**src/rtl/serial_alu_pkg.sv**
```systemverilog
// serial_alu_pkg
//   Shared definitions for the bit-serial ALU: opcode encoding used by the
//   controller and the per-bit slice, and the controller FSM state type.
package serial_alu_pkg;

    // Opcode values 9..15 have no name. They are treated as invalid and
    // produce a zero result with no carry.
    typedef enum logic [3:0] {
        OP_AND    = 4'd0,
        OP_OR     = 4'd1,
        OP_XOR    = 4'd2,
        OP_NOT_A  = 4'd3,
        OP_NOT_B  = 4'd4,
        OP_ADD    = 4'd5,
        OP_SUB    = 4'd6,
        OP_PASS_A = 4'd7,
        OP_PASS_B = 4'd8
    } opcode_t;

    typedef enum logic [1:0] {
        ST_IDLE = 2'd0,
        ST_RUN  = 2'd1,
        ST_DONE = 2'd2
    } state_t;

endpackage

```
**src/rtl/serial_alu_slice.sv**
```systemverilog
// serial_alu_slice
//   Purely combinational 1-bit ALU slice. The controller feeds it one operand
//   bit pair per clock, LSB first, together with the running carry/borrow.
// Ports
//   a, b  : operand bits
//   cin   : carry (ADD) or borrow (SUB) from the previous, lower bit
//   sel   : opcode
//   s     : result bit
//   cout  : carry/borrow into the next bit; 0 for non-arithmetic opcodes
module serial_alu_slice
    import serial_alu_pkg::*;
(
    input  logic       a,
    input  logic       b,
    input  logic       cin,
    input  logic [3:0] sel,
    output logic       s,
    output logic       cout
);

    always_comb begin
        // NOTE: every output gets a default first so no path can infer a latch.
        s    = 1'b0;
        cout = 1'b0;
        case (sel)
            OP_AND:    s = a & b;
            OP_OR:     s = a | b;
            OP_XOR:    s = a ^ b;
            OP_NOT_A:  s = ~a;
            OP_NOT_B:  s = ~b;
            OP_ADD: begin
                s    = a ^ b ^ cin;
                cout = (a & b) | (a & cin) | (b & cin);
            end
            OP_SUB: begin
                // Borrow out when a < b + borrow-in at this bit position.
                s    = a ^ b ^ cin;
                cout = (~a & b) | (~(a ^ b) & cin);
            end
            OP_PASS_A: s = a;
            OP_PASS_B: s = b;
            default: begin
                s    = 1'b0;
                cout = 1'b0;
            end
        endcase
    end

endmodule

```
**src/rtl/serial_alu_ctrl.sv**
```systemverilog
// serial_alu_ctrl
//   Bit-serial ALU controller. A request is accepted in IDLE, then the 1-bit
//   slice is stepped over WIDTH bits, LSB first, one bit per clock in RUN.
//   The finished result is presented in DONE until the consumer takes it.
// Ports
//   clk, rst            : clock, synchronous active-high reset
//   in_valid, in_ready  : request handshake (in_ready high only in IDLE)
//   a, b, sel           : operands and opcode, captured at the accepting edge
//   out_valid, out_ready: result handshake (out_valid high only in DONE)
//   result, carry, zero : result word, carry/borrow flag, result == 0 flag
//   busy                : high while the operation is running
module serial_alu_ctrl
    import serial_alu_pkg::*;
#(
    parameter int WIDTH = 8
) (
    input  logic             clk,
    input  logic             rst,
    input  logic             in_valid,
    output logic             in_ready,
    input  logic [WIDTH-1:0] a,
    input  logic [WIDTH-1:0] b,
    input  logic [3:0]       sel,
    output logic             out_valid,
    input  logic             out_ready,
    output logic [WIDTH-1:0] result,
    output logic             carry,
    output logic             zero,
    output logic             busy
);

    localparam int IDX_W = $clog2(WIDTH);
    localparam logic [IDX_W-1:0] LAST_IDX = IDX_W'(WIDTH - 1);

    state_t           state;
    logic [WIDTH-1:0] a_q;
    logic [WIDTH-1:0] b_q;
    logic [3:0]       op_q;
    logic [IDX_W-1:0] idx;
    logic             slice_s;
    logic             slice_cout;

    serial_alu_slice u_slice (
        .a    (a_q[idx]),
        .b    (b_q[idx]),
        .cin  (carry),
        .sel  (op_q),
        .s    (slice_s),
        .cout (slice_cout)
    );

    assign zero = (result == '0);

    always_ff @(posedge clk) begin
        // NOTE: sequential state uses non-blocking assignments only, so every
        // flop samples pre-edge values regardless of statement order.
        if (rst) begin
            state     <= ST_IDLE;
            a_q       <= '0;
            b_q       <= '0;
            op_q      <= '0;
            idx       <= '0;
            result    <= '0;
            carry     <= 1'b0;
            in_ready  <= 1'b1;
            out_valid <= 1'b0;
            busy      <= 1'b0;
        end else begin
            case (state)
                ST_IDLE: begin
                    if (in_valid) begin
                        a_q      <= a;
                        b_q      <= b;
                        op_q     <= sel;
                        idx      <= '0;
                        result   <= '0;
                        carry    <= 1'b0;
                        in_ready <= 1'b0;
                        busy     <= 1'b1;
                        state    <= ST_RUN;
                    end
                end
                ST_RUN: begin
                    // The slice forces cout low for non-arithmetic opcodes,
                    // so carry stays 0 for them without a separate check.
                    result[idx] <= slice_s;
                    carry       <= slice_cout;
                    idx         <= idx + IDX_W'(1);
                    if (idx == LAST_IDX) begin
                        idx       <= '0;
                        busy      <= 1'b0;
                        out_valid <= 1'b1;
                        state     <= ST_DONE;
                    end
                end
                ST_DONE: begin
                    if (out_ready) begin
                        out_valid <= 1'b0;
                        in_ready  <= 1'b1;
                        state     <= ST_IDLE;
                    end
                end
                default: begin
                    out_valid <= 1'b0;
                    busy      <= 1'b0;
                    in_ready  <= 1'b1;
                    state     <= ST_IDLE;
                end
            endcase
        end
    end

endmodule

```
**config.mk**
```make
export PLATFORM = sky130hd
export DESIGN_NAME = serial_alu_ctrl
export DESIGN_NICKNAME = d
export VERILOG_FILES = /design/src/rtl/serial_alu_pkg.sv /design/src/rtl/serial_alu_slice.sv /design/src/rtl/serial_alu_ctrl.sv
export SDC_FILE = /design/constraint.sdc
export NUM_CORES = 1
export LEC_CHECK = 0
export ABC_CLOCK_PERIOD_IN_PS = 3800
export BUFFER_PORTS_ARGS = -buffer_cell sky130_fd_sc_hd__buf_2
export CAP_MARGIN = 10
export CORE_ASPECT_RATIO = 2
export CORE_UTILIZATION = 30
export CTS_BUF_LIST = sky130_fd_sc_hd__clkbuf_2
export CTS_CLUSTER_DIAMETER = 200
export DETAILED_ROUTE_END_ITERATION = 7
export PLACE_DENSITY_LB_ADDON = 0.05
export SETUP_SLACK_MARGIN = 0.05
export SYNTH_ARGS = -nofsm -noshare
export SYNTH_HDL_FRONTEND = slang
export SYNTH_SLANG_ARGS = --single-unit
export TNS_END_PERCENT = 20
```
**constraint.sdc**
```tcl
create_clock -name clk -period 3.8 [get_ports clk]
set_input_delay 0.38 -clock clk [delete_from_list [all_inputs] [get_ports clk]]
set_output_delay 0.38 -clock clk [all_outputs]
set_load 0.02 [all_outputs]
```
# Word-level counts from Yosys, hierarchy flattened
# Index checks and enable logic that the tools add are counted.
[classes] add_sub_neg=1 magnitude_cmp=2 n_eq_ne=14 mux=28 bitwise=17 n_reduce_logical=12
[op_table] op="4-bit by 3-bit == test with 1-bit output, second input constant" count=4
[op_table] op="8-bit one-hot mux with 2 select lines" count=1
[op_table] op="3-bit AND reduction" count=4
[op_table] op="1-bit two-way mux" count=9
[op_table] op="1-bit one-hot mux with 3 select lines" count=3
[op_table] op="8-bit bitwise mux" count=1
[op_table] op="4-bit by 2-bit == test with 1-bit output, second input constant" count=2
[op_table] op="8-bit zero test" count=1
[op_table] op="8-bit two-way mux" count=1
[op_table] op="1-bit one-hot mux with 8 select lines" count=1
[op_table] op="1-bit binary-select mux with 3-bit select" count=2
[op_table] op="2-bit two-way mux" count=3
[op_table] op="3-bit two-way mux" count=2
[op_table] op="2-bit != test, second input constant" count=3
[op_table] op="1-bit inverter" count=6
[op_table] op="2-bit one-hot mux with 3 select lines" count=1
[op_table] op="3-bit one-hot mux with 2 select lines" count=1
[op_table] op="1-bit AND" count=5
[op_table] op="4-bit by 1-bit == test with 1-bit output, second input constant" count=1
[op_table] op="4-bit == test, second input constant" count=1
[op_table] op="4-bit zero test" count=1
[op_table] op="3-bit by 4-bit < comparator with 1-bit output, second input constant" count=1
[op_table] op="1-bit bitwise OR" count=4
[op_table] op="1-bit one-hot mux with 2 select lines" count=2
[op_table] op="12 further kinds" count=14
[word_totals] reg_bits=37 out_inout_bits=13 word_cells=84

# Depth between registers and ports, before layout
# Gate-level depths: netlist (run 1).
[depth] word_depth=8 mapped_depth=10

# Modules after synthesis
# Synthesis (run 1) repeated with hierarchy kept, for this count alone.
[hier_totals] cells_unflattened=212 area_unflattened_um2=1775.5
[by_module_without_submodules] module="serial_alu_ctrl" n_inst=1 cells_per_inst=190 area_each_um2=1604.0 seq_area_each_um2=740.7
[by_module_without_submodules] module="serial_alu_slice" n_inst=1 cells_per_inst=22 area_each_um2=171.4 seq_area_each_um2=0.0

# Least setup slack after synthesis (run 1)
# OpenSTA, ideal clock, no wires.
[synth_timing] kind="register to register" start="register idx[2]" end="register result[1]" arrival_ps=2332 required_time_ps=3651 setup_slack_ps=1319 stages_incl_launch_ff=10 path_buffers=1 synth_period_minus_slack_ps=2481 cell_sequence="dfxtp_1 -> buf_6 -> or3b_1 -> a21o_1 -> and3_1 -> ha_1 -> mux2i_1 -> o22ai_1 -> a221oi_2 -> a41oi_1"
[synth_between] elab_chain_len=7 word_cells_on_any_way=18
[synth_rtl] element="start: declaration" line="serial_alu_ctrl.sv:39" rtl="logic [IDX_W-1:0] idx;"
[synth_rtl] element="start signal: assignment" line="serial_alu_ctrl.sv:88" rtl="idx <= idx + IDX_W'(1);"
[synth_rtl] element="1-bit binary-select mux with 3-bit select (on tied branches)" line="serial_alu_ctrl.sv:44, serial_alu_ctrl.sv:45"
[synth_rtl] element="1-bit two-way mux (on tied branches)" line="serial_alu_ctrl.sv:44, serial_alu_ctrl.sv:45"
[synth_rtl] element="1-bit bitwise XOR" line="serial_alu_slice.sv:28, serial_alu_slice.sv:32, serial_alu_slice.sv:37"
[synth_rtl] element="1-bit bitwise XOR" line="serial_alu_slice.sv:32, serial_alu_slice.sv:37"
[synth_rtl] element="1-bit one-hot mux with 8 select lines" line="serial_alu_slice.sv:25" rtl="case (sel)"
[synth_rtl] element="8-bit bitwise mux *" line="serial_alu_ctrl.sv:86" rtl="result[idx] <= slice_s;"
[synth_rtl] element="8-bit one-hot mux with 2 select lines *" line="serial_alu_ctrl.sv:69" rtl="case (state)"
[synth_rtl] element="end signal: indexed assignment" line="serial_alu_ctrl.sv:86"
[synth_rtl] element="end: declaration" line="serial_alu_ctrl.sv:26" rtl="output logic [WIDTH-1:0] result,"
# Every way passes the cells marked *; elsewhere a longest branch is shown, timed or not. The select of a mux whose other input is x is not followed.
# A chain may end at the register's enable or synchronous reset.

# Final worst setup path (run 1)
[layout_timing] start="register idx[0]" end="register result[1]"
# Same word-level chain as after synthesis.

==> results of run 1 <==
[cell usage in the layout, fill, tap and decap left out, types with 2 or more instances in the layout]
master,count
nand2b_1,6
nand3_1,5
or2_1,4
or2_2,4
mux2i_1,7
fa_1,2
a41oi_1,8
inv_1,4
a31oi_1,2
buf_2,36
nor3_1,2
clkbuf_2,6
nor2b_1,4
o21ai_0,2
and3_1,3
nand2_1,45
a21oi_1,26
nor2_1,15
a22oi_1,8
o22ai_1,3
dfxtp_1,37
and2b_1,2
or4_1,2
ha_1,4
buf_4,2
[per-layer routing]
metal | vias up | part of all wire (%) | track usage, %
met5 | - | 0 | 0
met4 | 0 | 1.4 | 6.67
met3 | 5 | 2.8 | 2.71
met2 | 37 | 56 | 30.1
met1 | 785 | 39 | 16.5
li1 | 863 | - | -
[metrics by stage]
stage / cell area [µm²] / hold slack [ps] / power [W]
2_1_floorplan: 1890 / 431 / 0.000507
3_3_place_gp: 2110 / 445 / 0.000546
4_1_cts: 2180 / 164 / 0.000806
3_5_place_dp: 2110 / 447 / 0.000546
6_report: 2180 / 186 / 0.000794
5_1_grt: 2180 / 135 / 0.000838
[critical path: cells and delay by family (launching register included)]
family	cells	cell delay [ps]
flops	1	740
fa+ha+maj	1	200
compound gates	3	920
simple gates	2	470
buf+inv	1	150
mux	2	390
[cells by family (layout without fill, tap and decap cells)]
logic type      after synthesis  count (layout)  synth area share (%)
compound gates               55              55                  19.5
buf+inv                      19              50                  4.83
fa+ha+maj                     6               6                  4.77
flops                        37              37                  39.2
simple gates                104             104                  27.9
mux                           7               7                  3.71
[flip-flops by register name, indices dropped and copies added (netlist names)]
| name | cells |
|---|---|
| a_q | 8 |
| b_q | 8 |
| result | 8 |
| op_q | 4 |
| idx | 3 |
| state | 2 |
| busy | 1 |
| carry | 1 |
| in_ready | 1 |
| out_valid | 1 |
[path summary, 6_finish.rpt]
check              endpoint  depth (start not counted)  slack, ps    from
setup reg to reg  result[1]                          9        780  idx[0]
hold / removal       a_q[2]                          3        190    a[2]
hold reg to reg      b_q[0]                          2        470  b_q[0]
setup / recovery  result[1]                          9        780  idx[0]
[cell type report]
type                            instances  area share (%)
Clock inverter                          2            1.78
Clock buffer                            6            1.38
Multi-Input combinational cell        172            48.5
Timing Repair Buffer                   38            8.94
Sequential cell                        37            33.9
Inverter                                4           0.688
Tap cell                               84            4.82
[report_power, final]
group          internal [W]  switching [W]  total (W)
Clock              0.000115       0.000143   0.000259
Combinational     0.0000439      0.0000657   0.000110
Sequential         0.000406      0.0000195   0.000426
Total              0.000566       0.000228   0.000794
==> results.cfg, run 1 <==
[die]
io_pins = 37
die_area_mm2 = 0.00664
die_y_um = 114
start_util_pct = 31.2
row_count = 40
die_width_um = 58.1
core_area_mm2 = 0.00606

[synth]
avgSynthCellArea_um2 = 8.29
synth-seq-cells = 37
syn_nets = 258
synth-edff-count = 0
yosysWarnings = 0
synth_ff_type = dfxtp_1
synthCells = 228
synthDistinctLibCells = 45
synth_largest_area_cell = dfxtp_1
async_flop_share_pct = 0
ys_seq_area_share_pct = 39.2
syn_area_mm2 = 0.00189
synth_common_cells = nand2_1 (45), dfxtp_1 (37), a21oi_1 (26), nor2_1 (15), clkbuf_1 (9)
yosys.area.top_type_share_pct = 39.2
ys_top_cells_by_area = dfxtp_1 (39%), nand2_1 (8.9%), a21oi_1 (6.9%), a41oi_1 (3.7%), mux2i_1 (3.7%)
synth.most_common_cell = nand2_1

[clocking]
cts_htree_levels = 2
cts_buffers = 5
cts_hold_buffers = 0
cts_tree = built
cts.sinks = 37
clockRootBuffer = clkbuf_2
cts_max_path_buffers = 2
insertion_delay_ps = 420
cts_setup_buffers = 0
clk_pin_slew_ps = 230
cts_resized = 0

[placed_design]
dp_slack_ps = 818
dp_cells = 335
dp_hpwl_um = 3500
gp_congestion = 0.822
port_buffers = 36

[sta]
finalHoldViolCount = 0
slew_violations = 0
grt_setup_unrepaired = no
timing.fmax_mhz = 331
maxSlewHeadroom_pct = 55.6
setup_tns_ps = 0
min_period_over_period_pct = 79.5
finalSetupViolCount = 0
tightest_slew_ps = 667
min_period_ps = 3020
fin_ws_ps = 780
skew_ps = 38.3

[detailed_routing]
dr.pass1.iters = 4
vias = 1690
wl_um = 4790
drtIter0Drc = 37
viasPerCell = 4.93
drt-wirelength-per-cell_um = 14.0
ant_nets = 0
drc_errors = 0

[run]
timing.max_cap.violations = 0

[critical_path]
slowest_stage = dfxtp_1
crit_fanout = 13
start_kind = register
critPathRequiredTime_ps = 4070
crit_top_cell = mux2i_1
critical_path_class = reg -> reg
slowest_delay_ps = 740
end_kind = register
worstPathCellList = mux2i_1 > nor2b_1 > nor4_4 > inv_1 > ha_1 > mux2i_1 > o22ai_1 > a221oi_2 > a41oi_1
arrival_ps = 3290

[grt]
grtUsageTotal_pct = 15.9
grt-ovfl-total = 0
grt_pass1_vias = 1639
antenna_found_initial = 0
grt_pass1_wl_um = 8020
grt_max_degree = 38

[layout]
n_fill_cell = 680
area_delta_synth_final_pct = 15.5
nNetsFinal = 288
utilization_pct = 36.0
seqCellArea_um2 = 741
multi_input_area_mm2 = 0.00106
diodes = 0
drive_above_1_share_pct = 22.0
final_cells = 343

[power]
p_leak_nw = 0.851
power_density_mw_per_mm2 = 364
ir_drop_v = 0.000210

[worst_hold_path]
hp-class = in -> reg

[outcome]
status = complete, no violations
Power figures use the tool's default switching activity.
==> inputs of run 2 (changes only) <==
ABC_CLOCK_PERIOD_IN_PS = 3100   (was 3800)
clock period = 3.1 ns   (was 3.8 ns; I/O delays follow)
==> run 2 against run 1 <==
Largest power group unchanged. Maximum frequency up 13%. Setup slack worse by 360 ps. Count of clock-buffer cells in the layout down 1. Critical path depth unchanged. Non-clock buffer count up 3.
==> results.cfg, run 2 (same netlist as run 1, synthesis figures left out) <==
[worst_hold_path]
hold_start = a[1]
worstHoldPathCells = 3
hp-class = in -> reg
min_to = a_q[1]

[die]
io_pins = 37
row_count = 40
core_area_mm2 = 0.00606
die_y_um = 114
die_area_mm2 = 0.00664
start_util_pct = 31.2
die_width_um = 58.1

[layout]
drive_above_1_share_pct = 22.5
most-common-layout-cells = nand2_1 (45), dfxtp_1 (36), buf_2 (36), a21oi_1 (26), nor2_1 (15)
layout_commonest_cell = nand2_1
diodes = 0
area_delta_synth_final_pct = 15.3
top_regs = a_q (8), b_q (8), result (8)
nNetsFinal = 291

[clocking]
cts.sinks = 37
cts_buffers = 5
cts_max_path_buffers = 2
cts_tree = built
cts_htree_levels = 2
insertion_delay_ps = 410
clk_pin_slew_ps = 220
clockRootBuffer = clkbuf_2

[detailed_routing]
viasPerCell = 4.87
drt-wirelength-per-cell_um = 13.7
drtIter0Drc = 28
dr.pass1.iters = 4
vias = 1685
ant_nets = 0
drc_errors = 0
wl_um = 4760

[sta]
slew_violations = 0
min_period_over_period_pct = 86.4
min_period_ps = 2680
timing.fmax_mhz = 373
tightest_slew_ps = 662
skew_ps = 23.8
finalSetupViolCount = 0
finalHoldViolCount = 0
setup_tns_ps = 0
grt_setup_unrepaired = no
fin_ws_ps = 421
holdWs_ps = 123
maxSlewHeadroom_pct = 55.9

[grt]
grt_max_degree = 38
grt_pass1_vias = 1700
grt-ovfl-total = 0
antenna_found_initial = 0
grt_pass1_wl_um = 8150
grtUsageTotal_pct = 16.0

[power]
power_density_mw_per_mm2 = 407
p_leak_nw = 0.851
ir_drop_v = 0.000144
total_power_w = 0.000886

[outcome]
status = complete, no violations

[placed_design]
dp_hpwl_um = 3550
dp_slack_ps = 324
port_buffers = 36
gp_congestion = 0.838

[critical_path]
start_kind = register
r2r-start = idx[1]
critical_path_class = reg -> reg
r2r_end = result[0]
end_kind = register
rrSetupSlack_ps = 420
arrival_ps = 2950
critPathRequiredTime_ps = 3370
crit_fanout = 13
reg2regPathDepth = 9

[run]
timing.max_cap.violations = 0
[run 2: per-stage QoR]
step                cells  cell area [µm²]  util [%]
CTS                   346             2180      36.0
floorplan             228             1890         -
detailed placement    338             2140      35.3
finish                346             2180      36.0
global placement      338             2140      35.3
global route          346             2180      36.0
[run 2: report_power, final]
group	switching, W	total (W)	internal (W)
clock	0.000174	0.000228	0.0000537
sequential	0.0000244	0.000523	0.000498
combinational	0.0000799	0.000135	0.0000553
[run 2: how the worst max path moves through the flow]
stage / depth (start not counted) / startpoint / to
after floorplan: 9 / idx[2] / result[1]
after global placement: 10 / idx[0] / result[0]
after detailed placement: 10 / idx[0] / result[2]
after CTS: 10 / idx[0] / result[2]
after global routing: 10 / idx[1] / result[6]
final: 9 / idx[1] / result[0]
[run 2: final cells by class]
type	instances	area (µm²)
multi-input cells	172	1060
inverters	4	15.0
clock buffers	5	25.0
repair buffers	41	218
clock inverters	3	16.3
well taps	84	105
flip-flops and latches	37	742
fillers	691	3880
[run 2: critical path, cell delays in order (launching register included)]
cell	delay (ps)
dfxtp_1	500
or3b_1	430
a21o_1	200
and3_1	260
ha_1	320
mux2i_1	130
o22ai_1	110
a221oi_2	280
buf_4	200
a41oi_1	120
[run 2: timing repair]
action / 4_1_cts / 5_1_grt
resized for setup: 0 / 1
hold buffers: 0 / 0
setup buffers: 0 / 0
endpoints found under the setup margin: 0 / 6
[run 2: routing by layer]
layer	part of all wire (%)	global-route usage (%)	wire length (µm)
met3	2.1	2.60	100
met5	0	0	0
met2	58	30.6	2740
met4	1.6	6.67	76
met1	39	16.6	1830
==> inputs of run 3 (changes only) <==
SYNTH_HIERARCHICAL = 1   (was not set)
==> run 3 against run 2 <==
Area after synthesis is 6.0% lower. Sequential power is 1% lower. Utilization is 0.39 points higher. Sequential share of layout area is 1.9 points higher. Synthesized cell count is 7.0% lower.
==> results.cfg, run 3 <==
[placed_design]
dp_cells = 301
dp_hpwl_um = 3140
placed_area_mm2 = 0.00201
gp_congestion = 0.847
port_buffers = 36

[synth]
synth_ff_type = dfxtp_1
synth_largest_area_cell = dfxtp_1
syn_area_mm2 = 0.00178
synthCells = 212
synth_common_cells = nand2_1 (50), dfxtp_1 (37), a21oi_1 (28), nor2_1 (15)
yosys.area.top_type_share_pct = 41.7
syn_nets = 242
ys_top_cells_by_area = dfxtp_1 (42%), nand2_1 (11%), a21oi_1 (7.9%), nor2_1 (3.2%), mux4_1 (3.0%)
synth-seq-cells = 37
avgSynthCellArea_um2 = 8.37
async_flop_share_pct = 0
synth.most_common_cell = nand2_1
ys_seq_area_share_pct = 41.7
yosysWarnings = 6
synthDistinctLibCells = 36
synth-edff-count = 0

[sta]
finalSetupViolCount = 0
finalHoldViolCount = 0
grt_setup_unrepaired = no
min_period_ps = 2900
tightest_slew_ps = 688
timing.fmax_mhz = 345
skew_ps = 18.3
maxSlewHeadroom_pct = 54.1
min_period_over_period_pct = 93.4
slew_violations = 0
setup_tns_ps = 0

[detailed_routing]
wl_met3_um = 137
wl_um = 4240
wl_met1_um = 1620
dr.pass1.iters = 4
drtIter0Drc = 24
top_layer_used = met4
drc_errors = 0
ant_nets = 0
viasPerCell = 5.09
wl_met2_um = 2340
drt-wirelength-per-cell_um = 13.7
vias = 1579

[clocking]
clockRootBuffer = clkbuf_2
cts.sinks = 37
insertion_delay_ps = 420
clk_pin_slew_ps = 200
cts_buffers = 5
cts_hold_buffers = 0
cts_htree_levels = 2
cts_max_path_buffers = 2
cts_tree = built

[critical_path]
slowest_delay_ps = 530
endpoint = result[4]
start_kind = register
arrival_ps = 3220
critical_path_class = reg -> reg
end_kind = register
crit_family = multiplexers
rrSetupSlack_ps = 200
critPathRequiredTime_ps = 3420
path_buf_inv = 0
worstPathCellList = mux4_1 > mux2_4 > fa_1 > a21boi_0 > mux4_2 > o21ai_2 > nand2b_1 > o41ai_2
r2r-start = idx[0]
crit_fanout = 4
crit_start = idx[0]
r2r_end = result[4]
cp_num_cells = 8
reg2regPathDepth = 8
slowest_stage = mux4_1

[die]
row_count = 39
die_width_um = 56.4
die_area_mm2 = 0.00625
io_pins = 37
start_util_pct = 31.1
core_area_mm2 = 0.00571
die_y_um = 111

[layout]
nNetsFinal = 278
top_regs = a_q (8), b_q (8), result (8)
area_delta_synth_final_pct = 16.9
utilization_pct = 36.4
most-common-layout-cells = nand2_1 (50), buf_2 (36), dfxtp_1 (35), a21oi_1 (28), nor2_1 (15)
drive_above_1_share_pct = 24.9
diodes = 0
final_cells = 310
layout_commonest_cell = nand2_1
postLayoutCellArea_mm2 = 0.00208

[worst_hold_path]
hp-class = in -> reg

[power]
p_leak_nw = 0.853
power_density_mw_per_mm2 = 421
power_frac_seq_pct = 59.0
p_comb_share_pct = 15.4
power_frac_clock_pct = 25.6
power.switching_w = 0.000262
switching_share_pct = 29.9
intPower_w = 0.000613
ir_drop_v = 0.000254

[grt]
grt_max_degree = 32
grt-ovfl-total = 0
antenna_found_initial = 0
grt_pass1_vias = 1637
grt_pass1_wl_um = 7520
grtUsageTotal_pct = 15.5

[run]
timing.max_cap.violations = 0

[outcome]
status = complete, no violations
==> run 3: worst min path at each step <==
stage	startpoint	end	slack, ps	cells past startpoint
after floorplan	a_q[1]	a_q[1]	430	2
after global placement	a_q[2]	a_q[2]	450	2
after detailed placement	b_q[7]	b_q[7]	450	2
after CTS	a[2]	a_q[2]	70	3
after global routing	sel[1]	op_q[1]	50	3
final	sel[1]	op_q[1]	110	3
==> run 3: tightest hold or removal path, cell delays in order <==
cell	delay, ps
buf_2	100
nand2_1	40
a21oi_1	50
==> run 3: logic make-up after synthesis <==
family                   synth area share (%)
multiplexers                             7.68
adder cells (fa/ha/maj)                  5.07
flip-flops                               41.7
buffers and inverters                    4.93
AND/OR/NAND/NOR                          24.9
AO/OA/AOI/OAI                            15.7
==> run 3: through the flow <==
stage,setup WS [ps],power [W],hold slack (ps)
after floorplan,89.6,0.000614,432
after global placement,200,0.000659,446
after detailed placement,66.0,0.000661,448
after CTS,65.2,0.000893,68.4
after global routing,49.1,0.000937,45.1
final,204,0.000875,108
==> run 3: power by group through the flow <==
stage	sequential (W)	combinational (W)	clock, W
after floorplan	0.000522	0.0000919	0
after global placement	0.000527	0.000133	0
after detailed placement	0.000527	0.000134	0
after CTS	0.000518	0.000134	0.000241
after global routing	0.000520	0.000154	0.000262
final	0.000516	0.000134	0.000224
==> run 3: cell type report <==
class,count,area (µm²)
clock buffers,6,30.0
repair buffers,43,233
inverters,5,18.8
well taps,61,76.3
fillers,647,3630
multi-input cells,156,962
clock inverters,2,10.0
flip-flops and latches,37,746
==> run 3: metal layers <==
metal,vias to the layer above,GRT usage (%)
met2,33,28.9
met4,0,7.97
met3,10,3.97
li1,807,-
met5,-,0
met1,729,15.1
==> run 3: repair_timing <==
action,4_1_cts,5_1_grt
gates resized for setup,1,5
setup endpoints to repair,1,8
buffers inserted,0,1
pin swaps,0,1
hold endpoints to repair,0,0
